**src/rtl/uart_pkg.sv**
```systemverilog
// Shared types and constants for the UART TX write-port arbiter.
package uart_pkg;

    typedef enum logic [0:0] {
        ST_IDLE = 1'b0,
        ST_LOCK = 1'b1
    } arb_state_e;

    localparam int CNT_W = 16;

endpackage

```
**src/rtl/uart_tx_arbiter_rr_pick.sv**
```systemverilog
// Combinational rotate-priority selector: first set request at or above ptr, wrapping.
module rr_pick #(
    parameter int N = 4,
    parameter int W = $clog2(N)
) (
    input  logic [N-1:0] req,
    input  logic [W-1:0] ptr,
    output logic         found,
    output logic [W-1:0] idx
);

    logic [W:0] cand_s;

    // Walk offsets from farthest to nearest so the nearest hit is the one kept
    always_comb begin
        found  = 1'b0;
        idx    = {W{1'b0}};
        cand_s = {(W + 1){1'b0}};
        for (int i = N - 1; i >= 0; i--) begin
            cand_s = {1'b0, ptr} + (W + 1)'(i);
            cand_s = (cand_s >= (W + 1)'(N)) ? (cand_s - (W + 1)'(N)) : cand_s;
            found  = found | req[cand_s[W-1:0]];
            idx    = req[cand_s[W-1:0]] ? cand_s[W-1:0] : idx;
        end
    end

endmodule

```
**src/rtl/uart_tx_arbiter.sv**
```systemverilog
// Round-robin lock arbiter in front of the TX fifo write port.
// Optional per-requester byte counters on o_bytes when UART_TX_ARB_STATS_EN is defined.
module uart_tx_arbiter
    import uart_pkg::*;
#(
    parameter int NREQ     = 4,
    parameter int DLEN     = 8,
    parameter int MAXBURST = 16
) (
    input  logic                     clk,
    input  logic                     rst,
    input  logic [NREQ-1:0]          i_req,
    input  logic [NREQ-1:0]          i_last,
    input  logic [NREQ*DLEN-1:0]     i_data,
    output logic [NREQ-1:0]          o_gnt,
    output logic                     o_wen,
    output logic [DLEN-1:0]          o_wdata,
    input  logic                     i_full,
    output logic                     o_busy,
    output logic [$clog2(NREQ)-1:0]  o_owner
`ifdef UART_TX_ARB_STATS_EN
    ,
    output logic [NREQ*CNT_W-1:0]    o_bytes
`endif
);

    localparam int OW = $clog2(NREQ);
    localparam int BW = $clog2(MAXBURST + 1);

    arb_state_e      state_r;
    logic [OW-1:0]   owner_r;
    logic [OW-1:0]   rr_ptr_r;
    logic [BW-1:0]   beat_r;
    logic            busy_r;

    logic            pick_found_s;
    logic [OW-1:0]   pick_idx_s;
    logic            lock_s;
    logic            owner_req_s;
    logic            owner_last_s;
    logic            xfer_s;
    logic [BW-1:0]   beat_next_s;
    logic            burst_done_s;
    logic            abandon_s;
    logic            release_s;
    logic [OW-1:0]   next_ptr_s;
    logic [NREQ-1:0] gnt_s;

    rr_pick #(
        .N (NREQ),
        .W (OW)
    ) u_pick (
        .req   (i_req),
        .ptr   (rr_ptr_r),
        .found (pick_found_s),
        .idx   (pick_idx_s)
    );

    assign lock_s       = (state_r == ST_LOCK);
    assign owner_req_s  = i_req[owner_r];
    assign owner_last_s = i_last[owner_r];
    assign xfer_s       = lock_s & ~i_full & owner_req_s;
    assign beat_next_s  = beat_r + BW'(1'b1);
    assign burst_done_s = (beat_next_s == BW'(MAXBURST));
    // A dropped request only counts as abandon when the buffer could have accepted it
    assign abandon_s    = lock_s & ~owner_req_s & ~i_full;
    assign release_s    = (xfer_s & (owner_last_s | burst_done_s)) | abandon_s;
    assign next_ptr_s   = (owner_r == OW'(NREQ - 1)) ? {OW{1'b0}} : (owner_r + OW'(1'b1));

    // Ready is gated by i_full directly so a write can never land on a full buffer
    always_comb begin
        gnt_s          = {NREQ{1'b0}};
        gnt_s[owner_r] = lock_s & ~i_full;
    end

    assign o_gnt   = gnt_s;
    assign o_wen   = xfer_s;
    assign o_wdata = i_data[int'(owner_r)*DLEN +: DLEN];
    assign o_busy  = busy_r;
    assign o_owner = owner_r;

    // Arbitration FSM: lock owner, round-robin pointer and beat count
    always_ff @(posedge clk) begin
        if (rst) begin
            state_r  <= ST_IDLE;
            owner_r  <= {OW{1'b0}};
            rr_ptr_r <= {OW{1'b0}};
            beat_r   <= {BW{1'b0}};
            busy_r   <= 1'b0;
        end else begin
            case (state_r)
                ST_IDLE: begin
                    if (pick_found_s) begin
                        state_r <= ST_LOCK;
                        owner_r <= pick_idx_s;
                        beat_r  <= {BW{1'b0}};
                        busy_r  <= 1'b1;
                    end else begin
                        state_r <= ST_IDLE;
                        busy_r  <= 1'b0;
                    end
                end
                ST_LOCK: begin
                    if (release_s) begin
                        state_r  <= ST_IDLE;
                        rr_ptr_r <= next_ptr_s;
                        busy_r   <= 1'b0;
                    end else if (xfer_s) begin
                        beat_r <= beat_next_s;
                    end else begin
                        beat_r <= beat_r;
                    end
                end
                default: begin
                    state_r <= ST_IDLE;
                    busy_r  <= 1'b0;
                end
            endcase
        end
    end

`ifdef UART_TX_ARB_STATS_EN
    for (genvar k = 0; k < NREQ; k++) begin : g_stats
        logic [CNT_W-1:0] cnt_r;

        // Per-requester transferred-byte count, wrapping naturally
        always_ff @(posedge clk) begin
            if (rst) begin
                cnt_r <= {CNT_W{1'b0}};
            end else if (xfer_s && (owner_r == OW'(k))) begin
                cnt_r <= cnt_r + CNT_W'(1'b1);
            end else begin
                cnt_r <= cnt_r;
            end
        end

        assign o_bytes[k*CNT_W +: CNT_W] = cnt_r;
    end
`endif

endmodule

```
**config.mk**
```make
export PLATFORM = sky130hd
export DESIGN_NAME = uart_tx_arbiter
export DESIGN_NICKNAME = d
export VERILOG_FILES = /design/src/rtl/uart_pkg.sv /design/src/rtl/uart_tx_arbiter_rr_pick.sv /design/src/rtl/uart_tx_arbiter.sv
export SDC_FILE = /design/constraint.sdc
export NUM_CORES = 1
export LEC_CHECK = 0
export ABC_AREA = 1
export CORE_MARGIN = 1
export CORE_UTILIZATION = 57
export DETAILED_ROUTE_END_ITERATION = 8
export DONT_BUFFER_PORTS = 1
export PLACE_DENSITY_LB_ADDON = 0.25
export SLEW_MARGIN = 20
export SYNTH_ARGS = -nofsm -noshare
export SYNTH_HDL_FRONTEND = slang
export SYNTH_SLANG_ARGS = --single-unit
```
**constraint.sdc**
```tcl
create_clock -name clk -period 2.1 [get_ports clk]
set_clock_uncertainty 0.1 [all_clocks]
set_input_delay 0.42 -clock clk [delete_from_list [all_inputs] [get_ports clk]]
set_output_delay 0.42 -clock clk [all_outputs]
set_load 0.02 [all_outputs]
```
==> flow_metrics.tcl, run 1 <==
set metrics [dict create \
    area_growth_pct 5.646 \
    criticalPathCategory "flop to output port" \
    grt_overflow_total 0 \
    n_antenna_cell 0 \
    antenna_found_initial 0 \
    row_count 15 \
    port_buffers 0 \
    fin_util_pct 67.57 \
    hold_buffers 0 \
    placed_area_um2 1171 \
    rsz0062_at_grt "true" \
    post_layout_nonfiller_instances 211 \
    die-height_um 46.97 \
    async_reset_ff_share_pct 0 \
    core_area_um2 1802 \
    hp-class "input port to flop" \
    vias 1204 \
    drt_iter0_drc 24 \
    grt_max_degree 24 \
    cts.clk_slew.worst_paths_ns 0.07 \
    min_to "lock_s$_SDFF_PP0_" \
    synth-edff-count 0 \
    insertion_delay_ns 0.27 \
    pre_cts_ws_ns 0.2742 \
    report.final.slew_viol_count 0 \
    crit_family "flip-flops" \
    worst-r2r-setup-slack_ns 0.24 \
    clock.fmax_ghz 0.4937 \
    vias_per_cell 5.706 \
    first_pass_iters 4 \
    dieWidth_um 46.97 \
    dieArea_um2 2206 \
    fin_crit_ns 2.025 \
    place_inst 207 \
    ys_ff_latch 11 \
    ant_nets 0 \
    total_power_uw 838.0 \
    design_area_um2 1217 \
    r2r-end "rr_ptr_r[0]$_SDFFE_PP0P_" \
    drc 0 \
    fin_nets 235 \
    grt.total_usage_pct 26.81 \
    finalCritPeriodShare_pct 96.44 \
    cp_slowest_stage_delay_ns 0.36 \
    cts_buffers 3 \
    worst-path-buf-inv 2 \
    critical_path_arrival_ns 1.51 \
    routed_wl_mm 2.857 \
    critPathMaxFanout 23 \
    ys.flop_type "dfxtp_1" \
    synth_cell_types 33 \
    fill_cells 162 \
    synthCells 184 \
    status "finished, final reports clean" \
    synth_nets 232 \
    ys_warn_count 0 \
    maxCapViolCount 0 \
    setup_ws_ns 0.07466 \
    tightestPinTransition_ns 0.4803 \
    ctsRootBufferMaster "clkbuf_4" \
    path_cells "inv_2, ha_1, inv_1, nor2_1" \
    crit_path_start_kind "flop" \
    synth_area_um2 1152 \
    final_cell_mix "32 x nand2_1, 24 x nor2_1, 21 x inv_1" \
    finalWeightedCongestion 0.7900 \
    power_leakage_uw 0.0005383 \
    wl_per_cell_um 13.54 \
    cts_buffer_depth 2 \
    layout.cells.most_common "nand2_1" \
    syn_avg_cell_area_um2 6.263 \
    r2r_start "o_owner[0]$_SDFFE_PP0P_" \
    p_per_area_nw_per_um2 688.3 \
    worstRegToRegCells 9 \
    io_pins 59 \
    multi_input_area_um2 793.3 \
    register_area_um2 221.5 \
    crit_path_top_delay_cell "dfxtp_1" \
    h-tree-depth 1 \
    ys_seq_area_share_pct 19.11 \
    cts_sinks 11 \
    worst_setup_path_end_kind "output port" \
    whs_path_depth 1 \
    grt_pass1_vias 1048 \
    initial_core_util_pct 63.96 \
    max-slew-margin-rel_pct 68.45 \
    crit_required_ns 1.58 \
    hold_start "rst" \
    peakVddDrop_v 0.0004754 \
    drive_above_1_share_pct 18.28 \
    setup_viol 0 \
    hold_viol 0 \
    cts_tree "yes" \
    hpwl_mm 2.231 \
    grt_pass1_wl_mm 4.284 \
]
registers in the layout, summed over array words and instances, names as in the netlist:
register,flops
lock_s,1
rr_ptr_r,2
o_owner,2
beat_r,5
o_busy,1
routing by layer:
layer	vias up	track usage, %	routed length, um	share of wire, %
met3	2	7.308	171	6.0
li1	612	-	-	-
met2	39	49.72	1401	49
met1	551	30.72	1276	45
met4	0	5.143	8	0.28
met5	-	0	0	0
cell usage after synthesis (2+ instances only):
master | count | area share [%]
dfxtp_1 | 11 | 19
o22ai_1 | 8 | 4.3
o21ai_1 | 3 | 1.3
nand2_2 | 4 | 2.2
nand4_1 | 4 | 2.2
inv_2 | 4 | 1.3
nor2_1 | 24 | 7.8
inv_1 | 21 | 6.8
ha_1 | 5 | 5.4
o21ai_0 | 19 | 8.3
nor2_4 | 2 | 2.0
nand3_1 | 16 | 6.9
nor2_2 | 3 | 1.6
a21oi_2 | 2 | 1.5
buf_6 | 3 | 2.9
nand2_1 | 32 | 10
a21oi_1 | 5 | 2.2
clkbuf_1 | 3 | 0.98
power by group:
group / total (uW) / internal, uW / switching (uW)
Clock: 142 / 73.5 / 68.3
Sequential: 266 / 230 / 36.2
Combinational: 430 / 134 / 296
Total: 838 / 438 / 400
what timing repair did:
action,in CTS,in global routing
gates resized for setup,0,4
buffers inserted,0,0
setup endpoints to repair,1,8
layout make-up:
class	count	share of cell area, %
Timing Repair Buffer	6	3.700
Tap cell	25	2.569
Clock buffer	4	2.158
Multi-Input combinational cell	139	65.16
Sequential cell	11	18.19
Inverter	26	8.222
metrics by stage:
stage | hold slack (ns) | setup TNS [ns]
global placement | 0.3933 | 0
finish | 0.1037 | 0
CTS | 0.1077 | -0.0006938
detailed placement | 0.3954 | 0
floorplan | 0.3649 | 0
global route | 0.08772 | -0.06491
worst max path at each step:
stage | slack [ns] | from | cells past startpoint | to
floorplan | 0.11 | o_owner[0]$_SDFFE_PP0P_ | 4 | o_wdata[7]
global placement | 0.30 | lock_s$_SDFF_PP0_ | 4 | o_gnt[0]
detailed placement | 0.27 | lock_s$_SDFF_PP0_ | 9 | beat_r[2]$_SDFFE_PP0P_
CTS | -0.0007 | lock_s$_SDFF_PP0_ | 4 | o_gnt[0]
global route | -0.04 | o_owner[0]$_SDFFE_PP0P_ | 4 | o_gnt[0]
finish | 0.07 | o_owner[0]$_SDFFE_PP0P_ | 4 | o_gnt[0]
cell families (layout without fill, tap and decap cells):
logic type               after synthesis  after routing  synth area share, %
AND/OR/NAND/NOR                       88             88                36.27
AO/OA/AOI/OAI                         45             45                24.76
buffers and inverters                 34             36                13.68
flip-flops                            11             11                19.11
adder cells (fa/ha/maj)                5              5                5.429
XOR/XNOR                               1              1               0.7602
No activity file was read; power rests on OpenSTA's default activity.
==> inputs of run 2 (changes only) <==
CTS_CLUSTER_SIZE = 30   (was default)
==> results of run 2 <==
Same layout as run 1: the final DEF is identical, and so are final timing and power.
==> inputs of run 3 (changes only) <==
GPL_TIMING_DRIVEN = 0   (was default)
==> run 3 against run 2 <==
Critical path depth is 1 higher. Worst setup slack improved by 0.035 ns. Via count is 2.2% higher. Utilization increased by 3.7 points. Sequential power is essentially flat. Maximum frequency grew 1.8%. Clock power hardly changed. Combinational power increased by 8.8%. Worst hold slack got worse by 0.0018 ns. Final cell count grew 0.47%.
==> flow_metrics.tcl, run 3 (same netlist as run 1, synthesis figures left out) <==
set metrics [dict create \
    status "finished, final reports clean" \
    finalCritPeriodShare_pct 94.78 \
    setup_ws_ns 0.1097 \
    ctsRootBufferMaster "clkbuf_4" \
    cts_sinks 11 \
    crit_family "simple AND/OR/NAND/NOR gates" \
    row_count 15 \
    antenna_found_initial 0 \
    hp-class "input port to flop" \
    drive_above_1_share_pct 23.53 \
    peakVddDrop_v 0.0004065 \
    hpwl_mm 2.180 \
    largest_register_ffs 5 \
    fill_cells 165 \
    multi_input_area_um2 842.1 \
    cts_tree "yes" \
    cts_setup_buffers 0 \
    port_buffers 0 \
    drt_iter0_drc 20 \
    cts_buffer_depth 2 \
    ant_nets 0 \
    grt_pass1_vias 1099 \
    report.final.slew_viol_count 0 \
    insertion_delay_ns 0.27 \
    worst_setup_path_end_kind "output port" \
    die-height_um 46.97 \
    grt_pass1_wl_mm 4.416 \
    cts_buffers 3 \
    grt_max_degree 12 \
    grt.total_usage_pct 27.40 \
    dieArea_um2 2206 \
    finalWeightedCongestion 0.8092 \
    wl_per_cell_um 13.10 \
    first_pass_iters 4 \
    rsz0062_at_grt "false" \
    h-tree-depth 1 \
    initial_core_util_pct 63.96 \
    vias_per_cell 5.802 \
    crit_path_top_delay_cell "nor2_1" \
    setup_tns_ns 0 \
    pre_cts_ws_ns -0.1322 \
    crit_required_ns 1.58 \
    regMostFlops "beat_r" \
    drc 0 \
    cts.clk_slew.worst_paths_ns 0.07 \
    cp_slowest_stage_delay_ns 0.36 \
    io_pins 59 \
    post_layout_nonfiller_instances 212 \
    crit_path_start_kind "flop" \
    maxCapViolCount 0 \
    critPathMaxFanout 8 \
    fin_nets 236 \
    power_leakage_uw 0.0005562 \
    n_antenna_cell 0 \
    p_per_area_nw_per_um2 685.4 \
    tightestPinTransition_ns 0.3885 \
    place_inst 209 \
    final_cell_mix "32 x nand2_1, 21 x nor2_1, 21 x inv_1" \
    clock.fmax_ghz 0.5024 \
    layout.cells.most_common "nand2_1" \
    core_area_um2 1802 \
    hold_viol 0 \
    criticalPathCategory "flop to output port" \
    register_area_um2 225.2 \
    fin_crit_ns 1.990 \
    grt_overflow_total 0 \
    setup_viol 0 \
    max-slew-margin-rel_pct 74.00 \
    area_growth_pct 11.40 \
    worst-path-buf-inv 3 \
    dieWidth_um 46.97 \
    hold-worst-slack_ns 0.1019 \
    vias 1230 \
    critical_path_arrival_ns 1.47 \
    routed_wl_mm 2.778 \
    path_cells "buf_4, inv_2, nor2_4, inv_1, nor2_1" \
]
[run 3: changes by cell type in the layout (fill, tap and decap cells not counted), moves of 2 or more]
cell     delta
buf_4       -4
buf_6       +3
nor2_1      -3
nor2_4      +2
o22ai_1     -5
o22ai_2     +5
[run 3: path summary, 6_finish.rpt]
| check | slack (ns) | depth (start not counted) | startpoint | to |
|---|---|---|---|---|
| worst max-delay path | 0.11 | 5 | lock_s$_SDFF_PP0_ | o_gnt[3] |
| worst min-delay path | 0.10 | 1 | rst | o_owner[0]$_SDFFE_PP0P_ |
| worst min register to register | 0.42 | 2 | beat_r[4]$_SDFFE_PP0P_ | beat_r[4]$_SDFFE_PP0P_ |
| worst max register to register | 0.34 | 12 | o_owner[1]$_SDFFE_PP0P_ | beat_r[2]$_SDFFE_PP0P_ |
[run 3: what timing repair did]
item,CTS,global route
endpoints found under the setup margin,10,11
gates resized for setup,16,6
hold buffers,0,0
pin swaps,0,2
[run 3: where the power goes]
| part | total (uW) | switching, uW | internal (uW) |
|---|---|---|---|
| Sequential | 269 | 37.2 | 232 |
| Clock | 143 | 69.4 | 73.6 |
| Combinational | 468 | 311 | 157 |
| Total | 880 | 418 | 462 |
[run 3: per-layer routing]
layer  global-route usage, %  up-vias  wire length [um]
li1                        -      616                 -
met1                   30.37      562              1165
met2                   51.11       46              1364
met3                   7.692        6               208
met4                   6.857        0                38
met5                       0        -                 0
[run 3: worst register-to-register path: cells and delay by family (launching register included)]
kind	cells	cell delay, ns
buffers and inverters	2	0.28
flip-flops	1	0.44
AND/OR/NAND/NOR	10	0.86
[run 3: stage by stage]
step	area [um^2]	util [%]	total power, uW
2_1_floorplan	1152	-	629.1
3_3_place_gp	1184	65.69	681.4
3_5_place_dp	1184	65.69	696.1
4_1_cts	1280	71.04	875.0
5_1_grt	1284	71.25	951.2
6_report	1284	71.25	879.8
[run 3: area by class of cell]
class,instances,share of cell area [%]
well taps,25,2.437
inverters,26,7.797
clock buffers,4,2.047
flip-flops and latches,11,17.54
plain buffers,7,4.581
multi-input cells,139,65.59
